File: src/rtl/pdm_uart_tx.sv
// PDM microphone capture to 8N1 UART streaming transmitter.
// Generates the PDM clock, packs 8 samples per byte (MSB first), buffers the
// bytes in a small synchronous FIFO and serialises them onto the tx line.
module pdm_uart_tx #(
    parameter int PERIOD  = 30,   // clk cycles per UART bit
    parameter int PDM_DIV = 48,   // clk cycles per PDM clock period (even)
    parameter int FIFO_AW = 4     // FIFO depth = 2**FIFO_AW bytes
) (
    input  logic clk,
    input  logic rst,
    input  logic enable,
    input  logic pdm_data,
    output logic pdm_clk,
    output logic tx,
    output logic overflow,
    output logic busy
);
    localparam int HALF   = PDM_DIV / 2;
    localparam int DIV_W  = (PDM_DIV > 2) ? $clog2(PDM_DIV) : 1;
    localparam int BAUD_W = $clog2(PERIOD);
    localparam int DEPTH  = 1 << FIFO_AW;

    typedef enum logic [1:0] {IDLE, START, DATA, STOP} state_t;

    // PDM clock and capture
    logic [DIV_W-1:0]  div_cnt_reg;
    logic              pdm_clk_reg;
    logic [7:0]        shift_reg;
    logic [2:0]        sample_cnt_reg;
    logic              wr_req_reg;
    logic [7:0]        wr_data_reg;
    logic              sample_tick;

    // FIFO
    logic [FIFO_AW:0]  wr_ptr_reg, wr_ptr_next;
    logic [FIFO_AW:0]  rd_ptr_reg, rd_ptr_next;
    logic [7:0]        mem [DEPTH];
    logic              fifo_empty, fifo_full, do_write, pop;
    logic              overflow_reg;

    // UART
    state_t            state_reg, state_next;
    logic [BAUD_W-1:0] baud_cnt_reg, baud_cnt_next;
    logic [2:0]        bit_idx_reg, bit_idx_next;
    logic [7:0]        tx_byte_reg;
    logic              tx_reg, tx_next;
    logic              busy_reg, busy_next;
    logic              baud_end;

    // The last high cycle of pdm_clk is where the microphone data is taken.
    assign sample_tick = enable && (div_cnt_reg == DIV_W'(HALF - 1));

    // PDM clock divider: free-running while enabled, parked at 0 / low otherwise.
    always_ff @(posedge clk) begin
        if (rst || !enable) begin
            div_cnt_reg <= '0;
            pdm_clk_reg <= 1'b0;
        end else begin
            pdm_clk_reg <= (div_cnt_reg < DIV_W'(HALF));
            if (div_cnt_reg == DIV_W'(PDM_DIV - 1)) begin
                div_cnt_reg <= '0;
            end else begin
                div_cnt_reg <= div_cnt_reg + DIV_W'(1);
            end
        end
    end

    // Sample shifter: a partial byte is thrown away when capture stops.
    always_ff @(posedge clk) begin
        if (rst || !enable) begin
            shift_reg      <= '0;
            sample_cnt_reg <= '0;
        end else if (sample_tick) begin
            shift_reg      <= {shift_reg[6:0], pdm_data};
            sample_cnt_reg <= sample_cnt_reg + 3'd1;
        end
    end

    // Completed byte is staged one cycle, so it survives an enable drop.
    always_ff @(posedge clk) begin
        if (rst) begin
            wr_req_reg  <= 1'b0;
            wr_data_reg <= '0;
        end else begin
            wr_req_reg <= sample_tick && (sample_cnt_reg == 3'd7);
            if (sample_tick && (sample_cnt_reg == 3'd7)) begin
                wr_data_reg <= {shift_reg[6:0], pdm_data};
            end
        end
    end

    assign fifo_empty  = (wr_ptr_reg == rd_ptr_reg);
    assign fifo_full   = (wr_ptr_reg[FIFO_AW] != rd_ptr_reg[FIFO_AW]) &&
                         (wr_ptr_reg[FIFO_AW-1:0] == rd_ptr_reg[FIFO_AW-1:0]);
    // A pop in the same cycle frees the slot, so a full FIFO can still accept.
    assign do_write    = wr_req_reg && (!fifo_full || pop);
    assign wr_ptr_next = do_write ? wr_ptr_reg + (FIFO_AW + 1)'(1) : wr_ptr_reg;
    assign rd_ptr_next = pop ? rd_ptr_reg + (FIFO_AW + 1)'(1) : rd_ptr_reg;

    // FIFO storage write port (no reset so it maps onto block RAM).
    always_ff @(posedge clk) begin
        if (do_write) begin
            mem[wr_ptr_reg[FIFO_AW-1:0]] <= wr_data_reg;
        end
    end

    // FIFO registered read port doubles as the UART transmit byte holder.
    always_ff @(posedge clk) begin
        if (rst) begin
            tx_byte_reg <= '0;
        end else if (pop) begin
            tx_byte_reg <= mem[rd_ptr_reg[FIFO_AW-1:0]];
        end
    end

    // FIFO pointers and sticky overflow flag.
    always_ff @(posedge clk) begin
        if (rst) begin
            wr_ptr_reg   <= '0;
            rd_ptr_reg   <= '0;
            overflow_reg <= 1'b0;
        end else begin
            wr_ptr_reg <= wr_ptr_next;
            rd_ptr_reg <= rd_ptr_next;
            if (wr_req_reg && !do_write) begin
                overflow_reg <= 1'b1;
            end
        end
    end

    assign baud_end = (baud_cnt_reg == BAUD_W'(PERIOD - 1));

    // UART next-state, next-output and FIFO pop decision.
    always_comb begin
        state_next    = state_reg;
        baud_cnt_next = baud_cnt_reg;
        bit_idx_next  = bit_idx_reg;
        tx_next       = tx_reg;
        pop           = 1'b0;
        case (state_reg)
            IDLE: begin
                tx_next = 1'b1;
                if (!fifo_empty) begin
                    pop           = 1'b1;
                    state_next    = START;
                    baud_cnt_next = '0;
                    tx_next       = 1'b0;
                end
            end
            START: begin
                if (baud_end) begin
                    state_next    = DATA;
                    baud_cnt_next = '0;
                    bit_idx_next  = 3'd0;
                    tx_next       = tx_byte_reg[0];
                end else begin
                    baud_cnt_next = baud_cnt_reg + BAUD_W'(1);
                end
            end
            DATA: begin
                if (baud_end) begin
                    baud_cnt_next = '0;
                    if (bit_idx_reg == 3'd7) begin
                        state_next = STOP;
                        tx_next    = 1'b1;
                    end else begin
                        bit_idx_next = bit_idx_reg + 3'd1;
                        tx_next      = tx_byte_reg[bit_idx_next];
                    end
                end else begin
                    baud_cnt_next = baud_cnt_reg + BAUD_W'(1);
                end
            end
            STOP: begin
                if (baud_end) begin
                    baud_cnt_next = '0;
                    // Chain straight into the next start bit when data is waiting.
                    if (!fifo_empty) begin
                        pop        = 1'b1;
                        state_next = START;
                        tx_next    = 1'b0;
                    end else begin
                        state_next = IDLE;
                        tx_next    = 1'b1;
                    end
                end else begin
                    baud_cnt_next = baud_cnt_reg + BAUD_W'(1);
                end
            end
            default: begin
                state_next = IDLE;
                tx_next    = 1'b1;
            end
        endcase
        busy_next = (state_next != IDLE) || (wr_ptr_next != rd_ptr_next);
    end

    // UART state register; busy is computed from next state so it tracks IDLE entry.
    always_ff @(posedge clk) begin
        if (rst) begin
            state_reg    <= IDLE;
            baud_cnt_reg <= '0;
            bit_idx_reg  <= '0;
            tx_reg       <= 1'b1;
            busy_reg     <= 1'b0;
        end else begin
            state_reg    <= state_next;
            baud_cnt_reg <= baud_cnt_next;
            bit_idx_reg  <= bit_idx_next;
            tx_reg       <= tx_next;
            busy_reg     <= busy_next;
        end
    end

    assign pdm_clk  = pdm_clk_reg;
    assign tx       = tx_reg;
    assign overflow = overflow_reg;
    assign busy     = busy_reg;

endmodule

File: config.mk
export PLATFORM = sky130hd
export DESIGN_NAME = pdm_uart_tx
export DESIGN_NICKNAME = d
export VERILOG_FILES = /design/src/rtl/pdm_uart_tx.sv
export SDC_FILE = /design/constraint.sdc
export NUM_CORES = 1
export LEC_CHECK = 0
export ABC_AREA = 1
export ABC_CLOCK_PERIOD_IN_PS = 2700
export CELL_PAD_IN_SITES_DETAIL_PLACEMENT = 0
export CELL_PAD_IN_SITES_GLOBAL_PLACEMENT = 2
export CORE_MARGIN = 5
export CORE_UTILIZATION = 30
export DETAILED_ROUTE_END_ITERATION = 6
export GPL_TIMING_DRIVEN = 0
export PLACE_DENSITY = 0.67
export SLEW_MARGIN = 20
export SYNTH_ARGS = -nofsm -noshare
export SYNTH_HDL_FRONTEND = slang
export SYNTH_SLANG_ARGS = --single-unit
File: constraint.sdc
create_clock -name clk -period 2.7 [get_ports clk]
set_clock_uncertainty 0.1 [all_clocks]
set_input_delay 0.675 -clock clk [delete_from_list [all_inputs] [get_ports clk]]
set_output_delay 0.675 -clock clk [all_outputs]
set_load 0.01 [all_outputs]
Word-level counts from Yosys, hierarchy flattened
Memories as Yosys holds them, arrays and structs flattened. A register that Yosys moved wholly into a read port is not among the register bits.
Index checks and enable logic that the tools add are counted.
Operators by class
  add/sub/neg operators: 6
  equal/unequal tests: 17
  order comparisons: 2
  reduce and logical (&&, ||, !) cells: 18
  mux-type cells: 29
Operators by type and width (number)
  two-way mux 5 bit: 4
  adder 5 x 1 -> 5 bit (second input constant): 3
  two-way mux 1 bit: 11
  two-way mux 2 bit: 5
  inequality test 2 bit (second input constant): 5
  one-hot mux 5 bit (2 select lines): 1
  two-way mux 3 bit: 3
  one-hot mux 2 bit (4 select lines): 1
  adder 3 x 1 -> 3 bit (second input constant): 2
  adder 6 x 1 -> 6 bit (second input constant): 1
  equality test 3 bit (second input constant): 2
  equality test 6 x 5 -> 1 bit (second input constant): 1
  equality test 6 bit (second input constant): 1
  < comparator 6 x 5 -> 1 bit (second input constant): 1
  one-hot mux 3 bit (2 select lines): 1
  equality test 5 bit: 1
  equality test 5 bit (second input constant): 1
  logical AND 1 bit: 5
  inequality test 5 bit: 1
  equality test 2 bit (second input constant): 2
  equality test 4 bit: 1
  < comparator 3 x 4 -> 1 bit (second input constant): 1
  one-hot mux 1 bit (4 select lines): 1
  AND reduction 4 bit: 1
  11 further kinds: 16
Storage, ports and cells
  bits in writable memories: 128
  memories: 1
  logic and storage cells: 87
  flip-flop bits (word level): 49
  output and inout bits: 4
  input bits: 4
Memories
  mem: words 16, width 8, rd ports 1, clocked after Yosys merged registers in 1, write ports 1, RTL line 37  | logic [7:0] mem [DEPTH];

Depth between registers and ports, before layout
  depth after elaboration: 9
  gate-level depth with buffers: 17
  mapped depth without buffers: 17

Least setup slack after synthesis
OpenSTA, ideal clock, no wires.
  kind: register to register
  start: reg baud_cnt_reg[0]
  end: mem mem[0][0], enable pin
  path slack: 0.523 ns
  data arrival time: 1.707 ns
  period minus slack after synthesis: 2.177 ns
  cell stages (with the launch flop): 12
  path through: dfxtp_1 > ha_1 > nand2_1 > nor2_4 > nand2_4 > nand2_1 > nand2_1 > nand3_2 > nand2_4 > inv_2 > nand2_1 > nor2_1
On the way
  longest elaborated chain between the ends: 7
Ends and longest elaborated chain
  start, declared: RTL line 43  | logic [BAUD_W-1:0] baud_cnt_reg, baud_cnt_next;
  start signal, assigned: RTL line 208  | baud_cnt_reg <= baud_cnt_next;
  equality test 5 bit: RTL line 131  | assign baud_end = (baud_cnt_reg == BAUD_W'(PERIOD - 1));
  two-way mux 1 bit: RTL line 175  | if (baud_end) begin
  one-hot mux 1 bit (2 select lines): RTL line 140  | case (state_reg)
  logical OR 1 bit: RTL line 96  | assign do_write = wr_req_reg && (!fifo_full || pop);
  logical AND 1 bit: RTL line 96
  two-way mux 1 bit: RTL line 102  | if (do_write) begin
  two-way mux 1 bit (not written as such): RTL line 103  | mem[wr_ptr_reg[FIFO_AW-1:0]] <= wr_data_reg;
  end, declared: RTL line 37
No other way between the ends.

Worst setup path in the final report
  start: reg baud_cnt_reg[0]
  end: mem mem[1][2], enable pin
The elaborated chain is that of the path after synthesis.

==> metrics.txt <==
Post-Syn Nets=768; vias in the first global route=5,480; Synth Area in Adders=2.70%; simple-gate area share of the yosys netlist=15.8%; antenna fix cells=0; num rows=59; post-DP HPWL=14,000 µm; Period Utilization, post-route=97.4%; Finish-stage setup viols=0; depth of the CTS H-tree=4; CTS tree=yes; Slew HR=43.9%; nature of the critical path endpoint=register; Fmax=0.380 GHz; synthesis-to-finish area growth=15.1%; aggregate global-route resource usage=14.2%; Fillers=2,525; Remaining Overflow, GRT=0; Compound-Gate Fraction of Synth Area=12.6%; CP max stage cell=nor2_2; gpl congestion=0.778; Worst Setup SP=baud_cnt_reg[0]; Routed Antenna Nets=0; crit path cell chain=ha_1 -> nand2_1 -> nor2_4 -> nand2_4 -> nand2_1 -> nand2_1 -> nand3_2 -> nand2_4 -> inv_2 -> nand2_1 -> nor2_2; io pins=8; fin. max-slew vios=0; Setup Fix Bufs, Post-CTS=0; first-pass detailed-route iteration total=5; DRT iter0 DRCs=406; Nets=794; final setup margin=0.0713 ns; Worst EP required=2.66 ns; RSZ-0062 raised after global routing=yes; Slowest Stage Delay on Critical Path=0.48 ns; drt wl/cell=18.2 µm; PwrDens=848 nW/µm²; P_leak=2.91 nW; Reg2Reg Depth=11; mux share of post-synthesis cell area=0%; maximum vdd drop=0.417 mV; final worst path period need=2.63 ns; CTS root buf=clkbuf_16; Seq/Total Area, Yosys=63.4%; FF+latch count, synth=185; r2r setup slk=0.07 ns; largest family of logic cells by synthesized area=simple AND/OR/NAND/NOR gates; number of max-cap violations=0; YS warnings=0; DR vias=5,492; status=finished, final reports clean; die area=29,600 µm²; Post-route DRC=0; max FFs per register=128; cts bufs inserted=17; most frequent cells in the layout=128 x edfxtp_1, 103 x nor2_1, 93 x nand2_1, 93 x o21ai_0, 57 x dfxtp_1; deepest clock path buffer count=2; final setup TNS=0 ns; Critical Path Fanout Max=8; end point of the critical path=mem[1][2]; Hold Buf Count CTS=0; largest net degree at the start of global routing=20; initial antenna violation count=0; I/O Buffers=7; fin util=34.9%; core area=25,900 µm²; WL final=20,400 µm; Post-Synthesis Cells=747; Mapped Area=7860 µm²; Mean Syn Cell Area=10.5 µm²; CP most frequent cell=nand2_1; critical path arrival=2.59 ns; Startpoint Class=register; Starting Density=30.3%; endpoints failing hold=0; Clk pin slew, worst setup/hold paths=0.07 ns; Reg-to-Reg Start=baud_cnt_reg[0]; Die Height=172 µm; worst-margin pin slew=0.838 ns; Synth Area in XOR/XNOR=1.23%; Via-to-Cell Ratio=4.90; Die X=172 µm; Worst R2R End=mem[1][2]; Hold Crit Class=reg2reg; first-pass GRT wire length=31,600 µm; Synth cell types=40; commonest non-fill, non-tap cell in the layout=edfxtp_1; post-place setup slack=-0.204 ns; CP Class=reg2reg; layout cells sized above 1=11.6%; insertion delay to the later sink of the worst-skew pair=0.44 ns; CTS sink count=185; final hold slack=0.361 ns; total power=7.67 mW
## worst max-delay path, delay by kind of cell, from the launching register on
kind / cells / cell delay, ns
AND/OR/NAND/NOR: 9 / 1.47
flip-flops: 1 / 0.40
adder cells (fa/ha/maj): 1 / 0.18
buffers and inverters: 1 / 0.11
## metrics by stage
step,cells,instance area [µm²]
after floorplan,747,7860
after global placement,1089,8350
after detailed placement,1089,8350
after CTS,1121,9000
after global routing,1121,9050
final,1121,9050
## cell usage after synthesis
| cell | instances | area, µm² |
|---|---|---|
| nand2_2 | 5 | 31.3 |
| clkbuf_1 | 25 | 93.8 |
| buf_4 | 2 | 15.0 |
| nor3b_1 | 1 | 7.51 |
| a21oi_4 | 1 | 16.3 |
| nor4_2 | 1 | 12.5 |
| xor2_1 | 8 | 70.1 |
| inv_2 | 9 | 33.8 |
| xnor2_1 | 3 | 26.3 |
| or2_2 | 1 | 6.26 |
| nand3b_1 | 4 | 30.0 |
| a21oi_1 | 31 | 155 |
| edfxtp_1 | 128 | 3840 |
| o221ai_1 | 13 | 114 |
| and3_1 | 1 | 6.26 |
| o211ai_1 | 3 | 22.5 |
| a221oi_1 | 8 | 70.1 |
| clkinv_1 | 2 | 7.51 |
| and2_1 | 1 | 6.26 |
| a31oi_1 | 1 | 6.26 |
| nor2_1 | 118 | 443 |
| buf_6 | 1 | 11.3 |
| ha_1 | 17 | 213 |
| o21ai_2 | 1 | 8.76 |
| a22oi_1 | 1 | 7.51 |
| nand2_1 | 93 | 349 |
| o21ai_1 | 1 | 5.00 |
| nand3_1 | 34 | 170 |
| buf_2 | 3 | 15.0 |
| nor2_4 | 2 | 22.5 |
| nor2_2 | 3 | 18.8 |
| nand4_1 | 2 | 12.5 |
| dfxtp_1 | 57 | 1140 |
| inv_1 | 42 | 158 |
| o22ai_1 | 19 | 119 |
| nand2_4 | 6 | 67.6 |
| nand3_2 | 4 | 40.0 |
| o21ai_0 | 93 | 465 |
| nor3_1 | 1 | 5.00 |
| nand3_4 | 1 | 17.5 |
## repair_timing
item                       4_1_cts  5_1_grt
setup endpoints to repair      122      135
gates resized for setup         10       16
cloned                           0        0
## power breakdown
group	internal [mW]	switching [mW]	leakage, nW
Clock	1.42	1.20	0.302
Combinational	0.559	1.32	1.26
Sequential	3.09	0.0812	1.35
## final cells by class
class	count	area, µm²	area share (%)
Buffer	31	139	1.53
Clock inverter	15	198	2.18
Timing Repair Buffer	7	70.1	0.774
Inverter	53	199	2.20
Sequential cell	185	4980	55.1
Tap cell	335	419	4.63
Clock buffer	17	425	4.70
Multi-Input combinational cell	478	2610	28.9
## worst min-delay path by stage
| stage | startpoint | depth (start not counted) | slack, ns | endpoint |
|---|---|---|---|---|
| after detailed placement | overflow | 2 | 0.35 | overflow |
| final | overflow | 2 | 0.36 | overflow |
| after global routing | overflow | 2 | 0.39 | overflow |
| after floorplan | sample_cnt_reg[0] | 1 | 0.33 | sample_cnt_reg[0] |
| after CTS | overflow | 2 | 0.36 | overflow |
| after global placement | overflow | 2 | 0.34 | overflow |
## routing by layer
layer | global-route usage [%] | vias to the layer above | part of all wire, %
met4 | 4.24 | 0 | 1.5
met1 | 18.8 | 2706 | 47
met2 | 23.5 | 94 | 48
li1 | - | 2673 | -
met3 | 3.13 | 19 | 4.0
met5 | 0 | - | 0
## kinds of logic after synthesis
group	after synthesis
AO/OA/AOI/OAI	172
XOR/XNOR	11
adder cells (fa/ha/maj)	17
buffers and inverters	84
flip-flops	185
AND/OR/NAND/NOR	278
(Power assumes the default switching activity.)
